### src/rtl/morse_pkg.sv
// Shared types for the Morse key front-end and the downstream pattern decoder.
package morse_pkg;

    localparam int unsigned MaxSymDefault = 5;
    localparam int unsigned SymLenW       = 3;
    localparam int unsigned CntW          = 8;

    typedef enum logic [2:0] {
        StIdle,
        StPress,
        StGap,
        StLetter,
        StWaitWord
    } seq_state_e;

    // Token layout as seen by the decoder at the default letter size.
    typedef struct packed {
        logic                     space;
        logic                     err;
        logic [SymLenW-1:0]       len;
        logic [MaxSymDefault-1:0] bits;
    } sym_token_t;

    function automatic logic [CntW-1:0] sat_inc(input logic [CntW-1:0] v);
        return (v == '1) ? v : v + CntW'(1);
    endfunction

endpackage

### src/rtl/morse_key_conditioner.sv
// Key synchronizer with optional debounce filter producing filtered rise/fall pulses.
// The filter is present only when MORSE_SEQ_DEBOUNCE_EN is defined.
module morse_key_conditioner #(
    parameter int unsigned DB_CYCLES = 16
) (
    input  logic clk,
    input  logic rst,
    input  logic ena_i,
    input  logic key_i,
    output logic rise_o,
    output logic fall_o
);

    logic sync1_q, sync2_q, level_q;

    always_ff @(posedge clk or posedge rst) begin
        if (rst) begin
            sync1_q <= 1'b0;
            sync2_q <= 1'b0;
        end else begin
            sync1_q <= key_i;
            sync2_q <= sync1_q;
        end
    end

`ifdef MORSE_SEQ_DEBOUNCE_EN
    localparam int unsigned DbW = $clog2(DB_CYCLES + 1);

    logic [DbW-1:0] db_cnt_q, db_cnt_d;
    logic           level_d, flip;
    logic           rise_q, fall_q;

    // A new level is accepted after DB_CYCLES consecutive differing samples.
    always_comb begin
        db_cnt_d = db_cnt_q;
        level_d  = level_q;
        flip     = 1'b0;
        if (ena_i) begin
            if (sync2_q == level_q) begin
                db_cnt_d = '0;
            end else if (db_cnt_q == DbW'(DB_CYCLES - 1)) begin
                flip     = 1'b1;
                level_d  = sync2_q;
                db_cnt_d = '0;
            end else begin
                db_cnt_d = db_cnt_q + DbW'(1);
            end
        end
    end

    always_ff @(posedge clk or posedge rst) begin
        if (rst) begin
            db_cnt_q <= '0;
            level_q  <= 1'b0;
            rise_q   <= 1'b0;
            fall_q   <= 1'b0;
        end else begin
            db_cnt_q <= db_cnt_d;
            level_q  <= level_d;
            rise_q   <= flip & sync2_q;
            fall_q   <= flip & ~sync2_q;
        end
    end

    assign rise_o = rise_q;
    assign fall_o = fall_q;
`else
    logic unused_db;
    assign unused_db = ^DB_CYCLES;

    always_ff @(posedge clk or posedge rst) begin
        if (rst) begin
            level_q <= 1'b0;
        end else if (ena_i) begin
            level_q <= sync2_q;
        end
    end

    assign rise_o = ena_i & sync2_q & ~level_q;
    assign fall_o = ena_i & ~sync2_q & level_q;
`endif

endmodule

### src/rtl/morse_key_sequencer.sv
// Morse key front-end: times presses/gaps, assembles letters and word spaces into a one-entry slot.
// Define MORSE_SEQ_DEBOUNCE_EN to include the key debounce filter.
module morse_key_sequencer
    import morse_pkg::*;
#(
    parameter int unsigned TICK_DIV   = 10000,
    parameter int unsigned DB_CYCLES  = 16,
    parameter int unsigned DASH_MIN   = 3,
    parameter int unsigned LETTER_GAP = 3,
    parameter int unsigned WORD_GAP   = 7,
    parameter int unsigned MAX_SYM    = MaxSymDefault
) (
    input  logic               clk,
    input  logic               rst,
    input  logic               ena,
    input  logic               key,
    output logic               sym_valid,
    input  logic               sym_ready,
    output logic [MAX_SYM-1:0] sym_bits,
    output logic [SymLenW-1:0] sym_len,
    output logic               sym_space,
    output logic               sym_err,
    output logic               busy
);

    localparam int unsigned PrescW = $clog2(TICK_DIV + 1);

    logic rise, fall, tick;

    morse_key_conditioner #(
        .DB_CYCLES(DB_CYCLES)
    ) u_cond (
        .clk   (clk),
        .rst   (rst),
        .ena_i (ena),
        .key_i (key),
        .rise_o(rise),
        .fall_o(fall)
    );

    logic [PrescW-1:0] presc_q, presc_d;

    assign tick = ena && (presc_q == PrescW'(TICK_DIV - 1));

    always_comb begin
        presc_d = presc_q;
        if (ena) begin
            if (rise || fall || tick) presc_d = '0;
            else                      presc_d = presc_q + PrescW'(1);
        end
    end

    seq_state_e         state_q, state_d;
    logic [CntW-1:0]    press_q, press_d, gap_q, gap_d;
    logic [MAX_SYM-1:0] acc_bits_q, acc_bits_d;
    logic [SymLenW-1:0] acc_len_q, acc_len_d;
    logic               acc_err_q, acc_err_d;
    logic               valid_q, valid_d;
    logic [MAX_SYM-1:0] bits_q, bits_d;
    logic [SymLenW-1:0] len_q, len_d;
    logic               space_q, space_d;
    logic               err_q, err_d;
    logic               pend_q, pend_d;
    logic               slot_free, dash, word_evt;

    // A handshake in this cycle frees the slot for a load on the same edge.
    assign slot_free = !valid_q || sym_ready;
    assign dash      = (press_q >= CntW'(DASH_MIN));

    always_comb begin
        state_d    = state_q;
        press_d    = press_q;
        gap_d      = gap_q;
        acc_bits_d = acc_bits_q;
        acc_len_d  = acc_len_q;
        acc_err_d  = acc_err_q;
        valid_d    = valid_q;
        bits_d     = bits_q;
        len_d      = len_q;
        space_d    = space_q;
        err_d      = err_q;
        pend_d     = pend_q;
        word_evt   = 1'b0;

        if (ena) begin
            if (valid_q && sym_ready) valid_d = 1'b0;

            unique case (state_q)
                StIdle: begin
                    if (rise) begin
                        state_d = StPress;
                        press_d = '0;
                    end
                end
                StPress: begin
                    if (fall) begin
                        if (acc_len_q == SymLenW'(MAX_SYM)) begin
                            acc_err_d = 1'b1;
                        end else begin
                            for (int unsigned i = 0; i < MAX_SYM; i++) begin
                                if (acc_len_q == SymLenW'(i)) acc_bits_d[i] = dash;
                            end
                            acc_len_d = acc_len_q + SymLenW'(1);
                        end
                        gap_d   = '0;
                        state_d = StGap;
                    end else if (tick) begin
                        press_d = sat_inc(press_q);
                    end
                end
                StGap: begin
                    if (rise) begin
                        state_d = StPress;
                        press_d = '0;
                        gap_d   = '0;
                    end else if (gap_q == CntW'(LETTER_GAP)) begin
                        state_d = StLetter;
                    end else if (tick) begin
                        gap_d = sat_inc(gap_q);
                    end
                end
                StLetter: begin
                    // An older pending space takes the slot first.
                    if (slot_free && !pend_q) begin
                        valid_d    = 1'b1;
                        bits_d     = acc_bits_q;
                        len_d      = acc_len_q;
                        err_d      = acc_err_q;
                        space_d    = 1'b0;
                        acc_bits_d = '0;
                        acc_len_d  = '0;
                        acc_err_d  = 1'b0;
                        state_d    = StWaitWord;
                    end
                end
                StWaitWord: begin
                    if (rise) begin
                        state_d = StPress;
                        press_d = '0;
                        gap_d   = '0;
                    end else if (gap_q == CntW'(WORD_GAP)) begin
                        word_evt = 1'b1;
                        state_d  = StIdle;
                    end else if (tick) begin
                        gap_d = sat_inc(gap_q);
                    end
                end
                default: state_d = StIdle;
            endcase

            if (pend_q && slot_free) begin
                valid_d = 1'b1;
                bits_d  = '0;
                len_d   = '0;
                err_d   = 1'b0;
                space_d = 1'b1;
                pend_d  = 1'b0;
            end

            if (word_evt) begin
                if (slot_free && !pend_q) begin
                    valid_d = 1'b1;
                    bits_d  = '0;
                    len_d   = '0;
                    err_d   = 1'b0;
                    space_d = 1'b1;
                end else begin
                    pend_d = 1'b1;
                end
            end
        end
    end

    always_ff @(posedge clk or posedge rst) begin
        if (rst) begin
            presc_q    <= '0;
            state_q    <= StIdle;
            press_q    <= '0;
            gap_q      <= '0;
            acc_bits_q <= '0;
            acc_len_q  <= '0;
            acc_err_q  <= 1'b0;
            valid_q    <= 1'b0;
            bits_q     <= '0;
            len_q      <= '0;
            space_q    <= 1'b0;
            err_q      <= 1'b0;
            pend_q     <= 1'b0;
        end else begin
            presc_q    <= presc_d;
            state_q    <= state_d;
            press_q    <= press_d;
            gap_q      <= gap_d;
            acc_bits_q <= acc_bits_d;
            acc_len_q  <= acc_len_d;
            acc_err_q  <= acc_err_d;
            valid_q    <= valid_d;
            bits_q     <= bits_d;
            len_q      <= len_d;
            space_q    <= space_d;
            err_q      <= err_d;
            pend_q     <= pend_d;
        end
    end

    assign sym_valid = valid_q;
    assign sym_bits  = bits_q;
    assign sym_len   = len_q;
    assign sym_space = space_q;
    assign sym_err   = err_q;
    assign busy      = (state_q != StIdle) | valid_q | pend_q;

endmodule

### config.mk
export PLATFORM = sky130hd
export DESIGN_NAME = morse_key_sequencer
export DESIGN_NICKNAME = d
export VERILOG_FILES = /design/src/rtl/morse_pkg.sv /design/src/rtl/morse_key_conditioner.sv /design/src/rtl/morse_key_sequencer.sv
export SDC_FILE = /design/constraint.sdc
export NUM_CORES = 1
export LEC_CHECK = 0
export CORE_UTILIZATION = 55
export CTS_BUF_LIST = sky130_fd_sc_hd__clkbuf_4
export CTS_CLUSTER_DIAMETER = 60
export DETAILED_ROUTE_END_ITERATION = 7
export PLACE_DENSITY = 0.71
export SLEW_MARGIN = 0
export SYNTH_ARGS = -nofsm -noshare
export SYNTH_HDL_FRONTEND = slang
export SYNTH_SLANG_ARGS = --single-unit
### constraint.sdc
create_clock -name clk -period 3.5 [get_ports clk]
set_input_delay 0.525 -clock clk [delete_from_list [all_inputs] [get_ports clk]]
set_output_delay 0.525 -clock clk [all_outputs]
set_load 0.02 [all_outputs]
Word level (Yosys, flattened, before mapping)
Index checks and enable logic that the tools add are counted.
W data, S select, Z words.
- word-level logic and storage cells: 163
- register bits after elaboration: 57
- output and inout bits: 12
- eq/ne operators: 32
- multiplexer cells: 72
- bitwise operators: 8
- $lt $le $gt $ge: 1
- add/sub/neg operators: 4
- reduce and logical (&&, ||, !) cells: 26
- operator list (operator ; number):
    $mux W8 ; 11
    $mux W3 ; 15
    $reduce_and A6 Y1 ; 7
    $mux W5 ; 8
    $mux W1 ; 31
    $ne A2 B2 Y1 const B ; 13
    $pmux W8 S3 ; 1
    $add A8 B1 Y8 const B ; 2
    $eq A8 B8 Y1 const B ; 2
    $pmux W8 S2 ; 1
    $pmux W3 S5 ; 1
    $reduce_and A5 Y1 ; 3
    $add A14 B1 Y14 const B ; 1
    $eq A14 B14 Y1 const B ; 1
    $mux W14 ; 1
    $eq A3 B2 Y1 const B ; 4
    $ne A3 B3 Y1 const B ; 4
    $pmux W5 S2 ; 1
    $eq A3 B3 Y1 const B ; 3
    $eq A8 B2 Y1 const B ; 1
    $eq A8 B3 Y1 const B ; 1
    $ge A8 B2 Y1 const B ; 1
    $eq A3 B1 Y1 const B ; 2
    $logic_not A3 Y1 ; 2
    other kinds (13) ; 26

Depth between registers and ports, before layout
Gate-level depths: netlist (run 1).
- depth in word-level cells: 8
- mapped depth: 7
- depth with buffers taken out: 7

Hierarchy
A second synthesis (run 1) with hierarchy kept.
- cell total of the unflattened synthesis: 328
- area total of the unflattened synthesis: 3004.1 um2
- modules (own cells, without submodules) (module ; instances ; cells each ; area an instance (um2)):
    morse_key_sequencer ; 1 ; 321 ; 2890.3
    morse_key_conditioner ; 1 ; 7 ; 113.9

Worst setup path before layout (run 1)
OpenSTA, ideal clock, no wires.
- kind: input-to-reg
- start: in ena
- end: reg gap_q[2]
- data required time: 3.374 ns
- buffers on the path: 2
- path slack: 1.539 ns
- stages: 6
- data arrival time: 1.835 ns
- cells stage by stage: buf_2 and2_1 clkbuf_1 a2111o_1 and3_1 a221o_1
- longest elaborated chain between the ends: 5
- elaborated cells between the ends (all ways): 15
- those cells by class: eq/ne: 3; mux: 6; bitwise: 4; reduce/logical: 2
- RTL lines (element ; RTL line ; source):
    start, declared ; morse_key_sequencer.sv:15 ; input logic ena,
    $logic_and A1 B1 Y1 ; morse_key_sequencer.sv:43 ; assign tick = ena && (presc_q == PrescW'(TICK_DIV - 1));
    $mux W8 ; -- ;
    $mux W8, on equally long branches ; -- ;
    $mux W8, on equally long branches ; morse_key_sequencer.sv:137, morse_key_sequencer.sv:112 ;
    $pmux W8 S3 ; morse_key_sequencer.sv:88 ; unique case (state_q)
    end signal, assigned ; morse_key_sequencer.sv:193 ; gap_q <= gap_d;
    end, declared ; morse_key_sequencer.sv:54 ; logic [CntW-1:0] press_q, press_d, gap_q, gap_d;
Several ways; a longest one is shown, not always the timed one. The select of a mux whose other input is x is not followed.
A chain may end at the register's enable or synchronous reset.

Worst setup path after layout (run 1)
- start: reg state_q[1]
- end: out busy
- longest elaborated chain between the ends: 3
- RTL lines (element ; RTL line ; source):
    start, declared ; morse_key_sequencer.sv:53 ; seq_state_e state_q, state_d;
    start signal, assigned ; morse_key_sequencer.sv:177 ; state_q <= StIdle;
    start signal, assigned ; morse_key_sequencer.sv:191 ; state_q <= state_d;
    $reduce_bool A3 Y1 ; morse_key_sequencer.sv:211 ; assign busy = (state_q != StIdle) | valid_q | pend_q;
    $or A1 B1 Y1 (2 in a row) ; morse_key_sequencer.sv:211 ;
    end, declared ; morse_key_sequencer.sv:23 ; output logic busy
Every way passes these cells.

==> summary.txt, run 1 <==
==================================================================================================
Area of the core ....................................................................     5507 µm²
Final hold vios .....................................................................            0
Required time of the critical path ..................................................      2.97 ns
Data arrival time at the worst-slack endpoint .......................................      2.40 ns
Antenna violations before repair ....................................................            0
Clock tree buffer depth .............................................................            2
# fillers ...........................................................................          471
RSZ-0062 raised after global routing ................................................        false
Crit path largest cell delay ........................................................      0.62 ns
Endpoints failing setup .............................................................            0
Startpoint type of the worst setup path .............................................    flip-flop
Post-synthesis average cell area ....................................................    9.794 µm²
Leading cell types by total area after synthesis .................................... dfrtp_1 46%, mux2i_1 4.5%, nor2_1 4.0%
Cts hold-fix bufs ...................................................................            0
Worst path slowest cell .............................................................      dfrtp_1
Half-perimeter wire length after detailed placement .................................     4.346 mm
Post-synthesis cell count ...........................................................          319
Synthesis warning total .............................................................            0
Footprint of the flip-flops and latches .............................................     1426 µm²
1st-pass router iterations ..........................................................            5
Gr usage total ......................................................................       23.07%
Capture point of the worst reg-to-reg path .......................................... sym_space$_DFFE_PP0P_
Clock transition time at the flip-flop clock pins of the worst setup and hold paths .      0.09 ns
Area growth, synth to finish ........................................................       10.33%
Cell area after placement ...........................................................     3348 µm²
Worst hold stages ...................................................................            0
Worst path cell trace ............................................................... or2_2 -> or4_1 -> clkdlybuf4s50_1
Lkg Pwr .............................................................................     1.527 nW
Starting Density ....................................................................       56.74%
Floorplan row count .................................................................           27
Yosys top cell area share ...........................................................       45.65%
Buffers added on ports ..............................................................           16
Count of cells along the worst register-to-register path ............................            5
Maximum frequency from static timing analysis .......................................    341.8 MHz
Worst slew margin ...................................................................       56.77%
Setup Fix Bufs, Post-CTS ............................................................            0
Residual overflow from global routing ...............................................            0
Drt drc .............................................................................            0
CTS buffer count ....................................................................            9
Post-synthesis net count ............................................................          332
Post-DR vias/cell ...................................................................        5.957
Clock latency on the worst-skew pair ................................................      0.39 ns
Max-cap viol count ..................................................................            0
Net count of the finished layout ....................................................          351
Minimum setup slack among reg-to-reg paths ..........................................      1.17 ns
Critical Path Fanout Max ............................................................           23
Final number of max-transition violations ...........................................            0
Terminating pin of the worst hold path .............................................. u_cond.sync2_q$_DFF_PP0_
DIE AREA ............................................................................     5986 µm²
Share of post-route cells with drive strength above 1 ...............................       10.23%
Number of synthesized register bits .................................................           57
DRT iter0 DRCs ......................................................................          128
Fraction of the yosys area taken by sequential cells ................................       45.65%
Run status ..........................................................................    completed
Clock root buffer ...................................................................     clkbuf_4
Min Clock Period, post-route ........................................................     2.926 ns
CP top delay family ................................................................. simple AND/OR/NAND/NOR gates
Number of different library cells in the post-synthesis netlist .....................           59
Clock sinks .........................................................................           57
Min-Delay Startpoint ................................................................ u_cond.sync1_q$_DFF_PP0_
IR Drop Worst-Case VDD ..............................................................  0.0004208 V
Number of gates given a new drive strength after cts ................................            0
Primary flip-flop cell chosen by synthesis mapping ..................................      dfrtp_1
Clock tree from TritonCTS ...........................................................        built
Area of the multi-input gates .......................................................     1600 µm²
Final WL ............................................................................     6.301 mm
Transition time at the pin with the least slew margin ...............................    0.6485 ns
Via count ...........................................................................         2466
Kind of capture point of the worst setup path ....................................... primary output
Die height ..........................................................................     77.37 µm
Width of the chip ...................................................................     77.37 µm
Number of routed nets with antenna violations .......................................            0
Global placement routability congestion .............................................       0.8649
Fin crit share ......................................................................       83.60%
First-pass GRT wire length ..........................................................     10.67 mm
Maximum number of pins on one net before global-route repair ........................           24
Critical setup path kind ............................................................ flip-flop to primary output
Number of synthesized flops with an enable pin ......................................            0
Syn Std Cell Area ...................................................................     3124 µm²
Ports placed on the boundary ........................................................           17
Post-synthesis async set-or-reset flop share ........................................       100.0%
Power density relative to cell area ................................................. 643.9 nW/µm²
CP bufs+invs ........................................................................            1
Biggest area consumer among synthesized cells .......................................      dfrtp_1
Number of inserted diodes ...........................................................            0
Average wire length per cell after detail routing ...................................     15.22 µm
Final design area excluding fillers .................................................     3447 µm²
Classification of the worst-slack hold path ......................................... flip-flop to flip-flop
Setup clock skew after layout .......................................................   0.01664 ns
Sum of negative setup slack .........................................................         0 ns
Via count of the first global-routing pass ..........................................         2294
Deepest level of the CTS H-tree .....................................................            3
Worst reg2reg path startpoint ....................................................... state_q[0]$_DFFE_PP0P_
==================================================================================================
[worst max path at each step]
| stage | startpoint | endpoint | cells after the start |
|---|---|---|---|
| floorplan | ena | gap_q[2]$_DFFE_PP0P_ | 6 |
| detailed placement | ena | gap_q[2]$_DFFE_PP0P_ | 7 |
| global route | state_q[1]$_DFFE_PP0P_ | busy | 3 |
| CTS | state_q[1]$_DFFE_PP0P_ | busy | 3 |
| global placement | ena | gap_q[2]$_DFFE_PP0P_ | 7 |
| finish | state_q[1]$_DFFE_PP0P_ | busy | 3 |
[cells in the mapped netlist (all sizes together) (3+ instances only)]
master,n
dfrtp,57
nor2,33
nand2,23
o21ai,20
mux2i,14
a21oi,13
inv,13
and3,11
nand4,11
buf,9
mux2,9
nand3,9
nor3,9
ha,8
xor2,8
nand3b,5
nor2b,5
xnor2,5
and4,4
nor3b,4
nor4,4
a21o,3
and2,3
o2bb2ai,3
[cell families (layout without fill, tap and decap cells)]
logic type / after synthesis / in the layout / synth area share [%]
buffers and inverters: 24 / 47 / 3.124
xor gates and xnor gates: 13 / 13 / 3.644
muxes: 23 / 23 / 7.729
adders and majority gates: 8 / 8 / 3.204
DFF: 57 / 57 / 45.65
and+or+nand+nor: 132 / 132 / 23.31
AOI/OAI and AO/OA: 62 / 62 / 13.34
[layer usage]
layer / up-vias / part of all wire [%] / GRT usage, %
met4: 0 / 1.5 / 10.38
met1: 1177 / 48 / 30.54
met5: - / 0 / 0
met3: 11 / 4.1 / 4.941
li1: 1205 / - / -
met2: 73 / 47 / 36.28
[worst register-to-register path, stage by stage, from the launching register on]
cell     delay [ns]
dfrtp_1        0.61
nor2b_1        0.26
and2_0         0.35
and4_1         0.68
inv_1          0.13
a21o_1         0.20
[cell type report]
cell class / instances / share of cell area [%]
inverter: 13 / 1.416
tap: 72 / 2.613
multi-input combinational: 238 / 46.42
clock inverter: 5 / 0.6897
clock buffer: 10 / 2.178
timing repair buffer: 19 / 5.299
sequential: 57 / 41.38
[layout by cell type (no fill, tap or decap), drive strengths merged, types with 2 or more instances in the layout]
cell / synthesis / routed
dfrtp: 57 / 57
nor2: 33 / 33
nand2: 23 / 23
o21ai: 20 / 20
clkdlybuf4s50: 0 / 16
mux2i: 14 / 14
inv: 13 / 13
a21oi: 13 / 13
and3: 11 / 11
nand4: 11 / 11
clkbuf: 2 / 10
nand3: 9 / 9
mux2: 9 / 9
nor3: 9 / 9
xor2: 8 / 8
ha: 8 / 8
nor2b: 5 / 5
nand3b: 5 / 5
xnor2: 5 / 5
clkinv: 0 / 5
and4: 4 / 4
nor3b: 4 / 4
nor4: 4 / 4
o2bb2ai: 3 / 3
a21o: 3 / 3
buf: 9 / 3
and2: 3 / 3
a31oi: 2 / 2
o311a: 2 / 2
o211ai: 2 / 2
o21a: 2 / 2
o31ai: 2 / 2
o311ai: 2 / 2
nand2b: 2 / 2
or2: 2 / 2
[flip-flops by register name (all words and copies together), names as in the netlist, 3 cells and up]
signal      cells
state_q         3
acc_bits_q      5
sym_len         3
presc_q        14
sym_bits        5
gap_q           8
acc_len_q       3
press_q         8
[through the flow]
stage | power [mW] | util (%) | setup WS, ns | cells | hold slack [ns]
final | 2.219 | 62.60 | 0.5740 | 414 | 0.3552
after global routing | 2.388 | 62.60 | 0.4702 | 414 | 0.3665
after CTS | 2.241 | 62.60 | 0.5683 | 414 | 0.3589
after detailed placement | 1.851 | 60.80 | 0.7236 | 399 | 0.3363
after global placement | 1.833 | 60.80 | 0.7704 | 399 | 0.3333
after floorplan | 1.582 | - | 1.539 | 319 | 0.3312
[power breakdown]
part / switching (mW) / total, mW / internal [mW]
sequential: 0.181 / 0.991 / 0.810
clock: 0.235 / 0.378 / 0.143
combinational: 0.464 / 0.851 / 0.387
Power figures use the tool's default switching activity.
==> inputs of run 2 (changes only) <==
==> constraint.sdc (replaced) <==
create_clock -name clk -period 2.93 [get_ports clk]
set_input_delay 0.4395 -clock clk [delete_from_list [all_inputs] [get_ports clk]]
set_output_delay 0.4395 -clock clk [all_outputs]
set_load 0.02 [all_outputs]
==> run 2 against run 1 <==
Clock power increased by 50%. Clock-buffer cell count is the same. Cell area up 1.5%. Worst hold slack gained 0.0041 ns. Combinational power up 32%. Critical path type unchanged. Largest cell class unchanged. Largest power group unchanged. Highest routed layer unchanged.
==> summary.txt, run 2 (synthesized netlist as in run 1, its figures left out) <==
==================================================================================================
Run status ..........................................................................    completed   unchanged
Leading cell types in the layout, fill and taps excluded ............................ 57 x dfrtp_1, 33 x nor2_1, 23 x nand2_1   unchanged
DRT iter0 DRCs ......................................................................          200   was 128
Setup clock skew after layout .......................................................   0.02015 ns   was 0.01664 ns
# fillers ...........................................................................          458   was 471
Clock root buffer ...................................................................     clkbuf_4   unchanged
RSZ-0062 raised after global routing ................................................        false   unchanged
Critical setup path kind ............................................................ flip-flop to primary output   unchanged
Deepest level of the CTS H-tree .....................................................            3   unchanged
Cts hold-fix bufs ...................................................................            0   unchanged
Ports placed on the boundary ........................................................           17   unchanged
Floorplan row count .................................................................           27   unchanged
Clock latency on the worst-skew pair ................................................      0.40 ns   was 0.39 ns
Max-cap viol count ..................................................................            0   unchanged
Number of flip-flops under the largest register name ................................           14   unchanged
Clock tree buffer depth .............................................................            2   unchanged
Share of post-route cells with drive strength above 1 ...............................       11.01%   was 10.23%
Buffers added on ports ..............................................................           16   unchanged
Residual overflow from global routing ...............................................            0   unchanged
Count of cells along the worst register-to-register path ............................            6   was 5
Min-Delay Startpoint ................................................................ u_cond.sync1_q$_DFF_PP0_   unchanged
Capture point of the worst reg-to-reg path .......................................... gap_q[2]$_DFFE_PP0P_   was sym_space$_DFFE_PP0P_
Crit path largest cell delay ........................................................      0.60 ns   was 0.62 ns
IR Drop Worst-Case VDD ..............................................................  0.0005700 V   was 0.0004208 V
Final hold vios .....................................................................            0   unchanged
Antenna violations before repair ....................................................            0   unchanged
First-pass GRT wire length ..........................................................     10.78 mm   was 10.67 mm
Via count ...........................................................................         2452   was 2466
Setup Fix Bufs, Post-CTS ............................................................            0   unchanged
Drt drc .............................................................................            0   unchanged
Transition time at the pin with the least slew margin ...............................    0.7051 ns   was 0.6485 ns
Area growth, synth to finish ........................................................       11.93%   was 10.33%
Number of routed nets with antenna violations .......................................            0   unchanged
Required time of the critical path ..................................................      2.49 ns   was 2.97 ns
Critical Path Fanout Max ............................................................           14   was 23
Slack of the critical path ..........................................................    0.3957 ns   was 0.5740 ns
Maximum frequency from static timing analysis .......................................    394.6 MHz
Data arrival time at the worst-slack endpoint .......................................      2.09 ns   was 2.40 ns
Worst reg2reg path startpoint ....................................................... presc_q[1]$_DFFE_PP0P_   was state_q[0]$_DFFE_PP0P_
Average wire length per cell after detail routing ...................................     15.08 µm   was 15.22 µm
Sum of negative setup slack .........................................................         0 ns   unchanged
Starting Density ....................................................................       56.74%   unchanged
Power density relative to cell area ................................................. 804.4 nW/µm²   was 643.9 nW/µm²
1st-pass router iterations ..........................................................            4   was 5
Largest regs ........................................................................ presc_q (14), gap_q (8), press_q (8)   unchanged
Die height ..........................................................................     77.37 µm   unchanged
Minimum setup slack among reg-to-reg paths ..........................................      0.76 ns   was 1.17 ns
Endpoints failing setup .............................................................            0   unchanged
CTS buffer count ....................................................................            9   unchanged
Clock tree from TritonCTS ...........................................................        built   unchanged
Maximum number of pins on one net before global-route repair ........................           58   was 24
Area of the core ....................................................................     5507 µm²   unchanged
Final design area excluding fillers .................................................     3497 µm²   was 3447 µm²
Kind of capture point of the worst setup path ....................................... primary output   unchanged
Area of the multi-input gates .......................................................     1600 µm²   unchanged
Width of the chip ...................................................................     77.37 µm   unchanged
Net count of the finished layout ....................................................          353   was 351
Startpoint type of the worst setup path .............................................    flip-flop   unchanged
DIE AREA ............................................................................     5986 µm²   unchanged
Global placement routability congestion .............................................       0.9148   was 0.8649
Worst path cell trace ............................................................... or4_1 -> clkdlybuf4s50_1   was or2_2 -> or4_1 -> clkdlybuf4s50_1
Register containing the most flip-flops in the final layout .........................      presc_q   unchanged
Worst path slowest cell .............................................................        or4_1   was dfrtp_1
Overall power after layout ..........................................................     2.813 mW   was 2.219 mW
Clock transition time at the flip-flop clock pins of the worst setup and hold paths .      0.10 ns   was 0.09 ns
Min Clock Period, post-route ........................................................     2.534 ns
Gr usage total ......................................................................       23.12%   was 23.07%
Final WL ............................................................................     6.290 mm   was 6.301 mm
Fin crit share ......................................................................       86.50%
Via count of the first global-routing pass ..........................................         2349   was 2294
Lkg Pwr .............................................................................     1.544 nW   was 1.527 nW
Post-DR vias/cell ...................................................................        5.880   was 5.957
Cell area after placement ...........................................................     3363 µm²   was 3348 µm²
Number of gates given a new drive strength after cts ................................            0   unchanged
Number of inserted diodes ...........................................................            0   unchanged
Worst slew margin ...................................................................       53.00%   was 56.77%
Classification of the worst-slack hold path ......................................... flip-flop to flip-flop   unchanged
Footprint of the flip-flops and latches .............................................     1426 µm²   unchanged
Most common cell after layout, fill and taps aside ..................................      dfrtp_1   unchanged
Half-perimeter wire length after detailed placement .................................     4.258 mm   was 4.346 mm
Post-place setup slack ..............................................................    0.4403 ns   was 0.7236 ns
Terminating pin of the worst hold path .............................................. u_cond.sync2_q$_DFF_PP0_   unchanged
Final number of max-transition violations ...........................................            0   unchanged
Clock sinks .........................................................................           57   unchanged
Worst hold stages ...................................................................            0   unchanged
==================================================================================================
## run 2: worst max path at each step
stage | start | slack [ns] | endpoint | depth (start not counted)
5_1_grt | state_q[0]$_DFFE_PP0P_ | 0.33 | busy | 2
2_1_floorplan | press_q[0]$_DFFE_PP0P_ | 1.0 | press_q[6]$_DFFE_PP0P_ | 6
4_1_cts | state_q[2]$_DFFE_PP0P_ | 0.38 | busy | 3
6_report | state_q[0]$_DFFE_PP0P_ | 0.40 | busy | 2
3_5_place_dp | ena | 0.44 | gap_q[2]$_DFFE_PP0P_ | 6
3_3_place_gp | ena | 0.51 | gap_q[2]$_DFFE_PP0P_ | 6
## run 2: stage by stage
step	std cells	util (%)	hold WS (ns)
2_1_floorplan	319	-	0.3312
3_3_place_gp	401	61.08	0.3382
3_5_place_dp	401	61.08	0.3418
4_1_cts	417	63.51	0.3617
5_1_grt	417	63.51	0.3723
6_report	417	63.51	0.3594
## run 2: critical path: cells and delay by family, from the launching register on
kind                   cells  cell delay [ns]
and+or+nand+nor            1             0.60
DFF                        1             0.54
buffers and inverters      1             0.56
## run 2: area by class of cell
type / count / share of cell area (%)
multi-input combinational: 238 / 45.76
sequential: 57 / 40.79
timing repair buffer: 21 / 5.653
tap: 72 / 2.576
clock buffer: 10 / 2.147
clock inverter: 6 / 1.682
inverter: 13 / 1.395
## run 2: routing by layer
layer / GRT usage [%] / share of wire, %
met5: 0 / 0
met2: 35.13 / 46
met4: 13.77 / 2.1
met1: 30.35 / 49
met3: 4.941 / 3.5
## run 2: where the power goes
group          total, mW  internal [mW]  leakage [nW]  switching [mW]
clock              0.567          0.264        0.0698           0.303
combinational       1.12          0.488         0.726           0.632
sequential          1.13          0.968         0.749           0.158
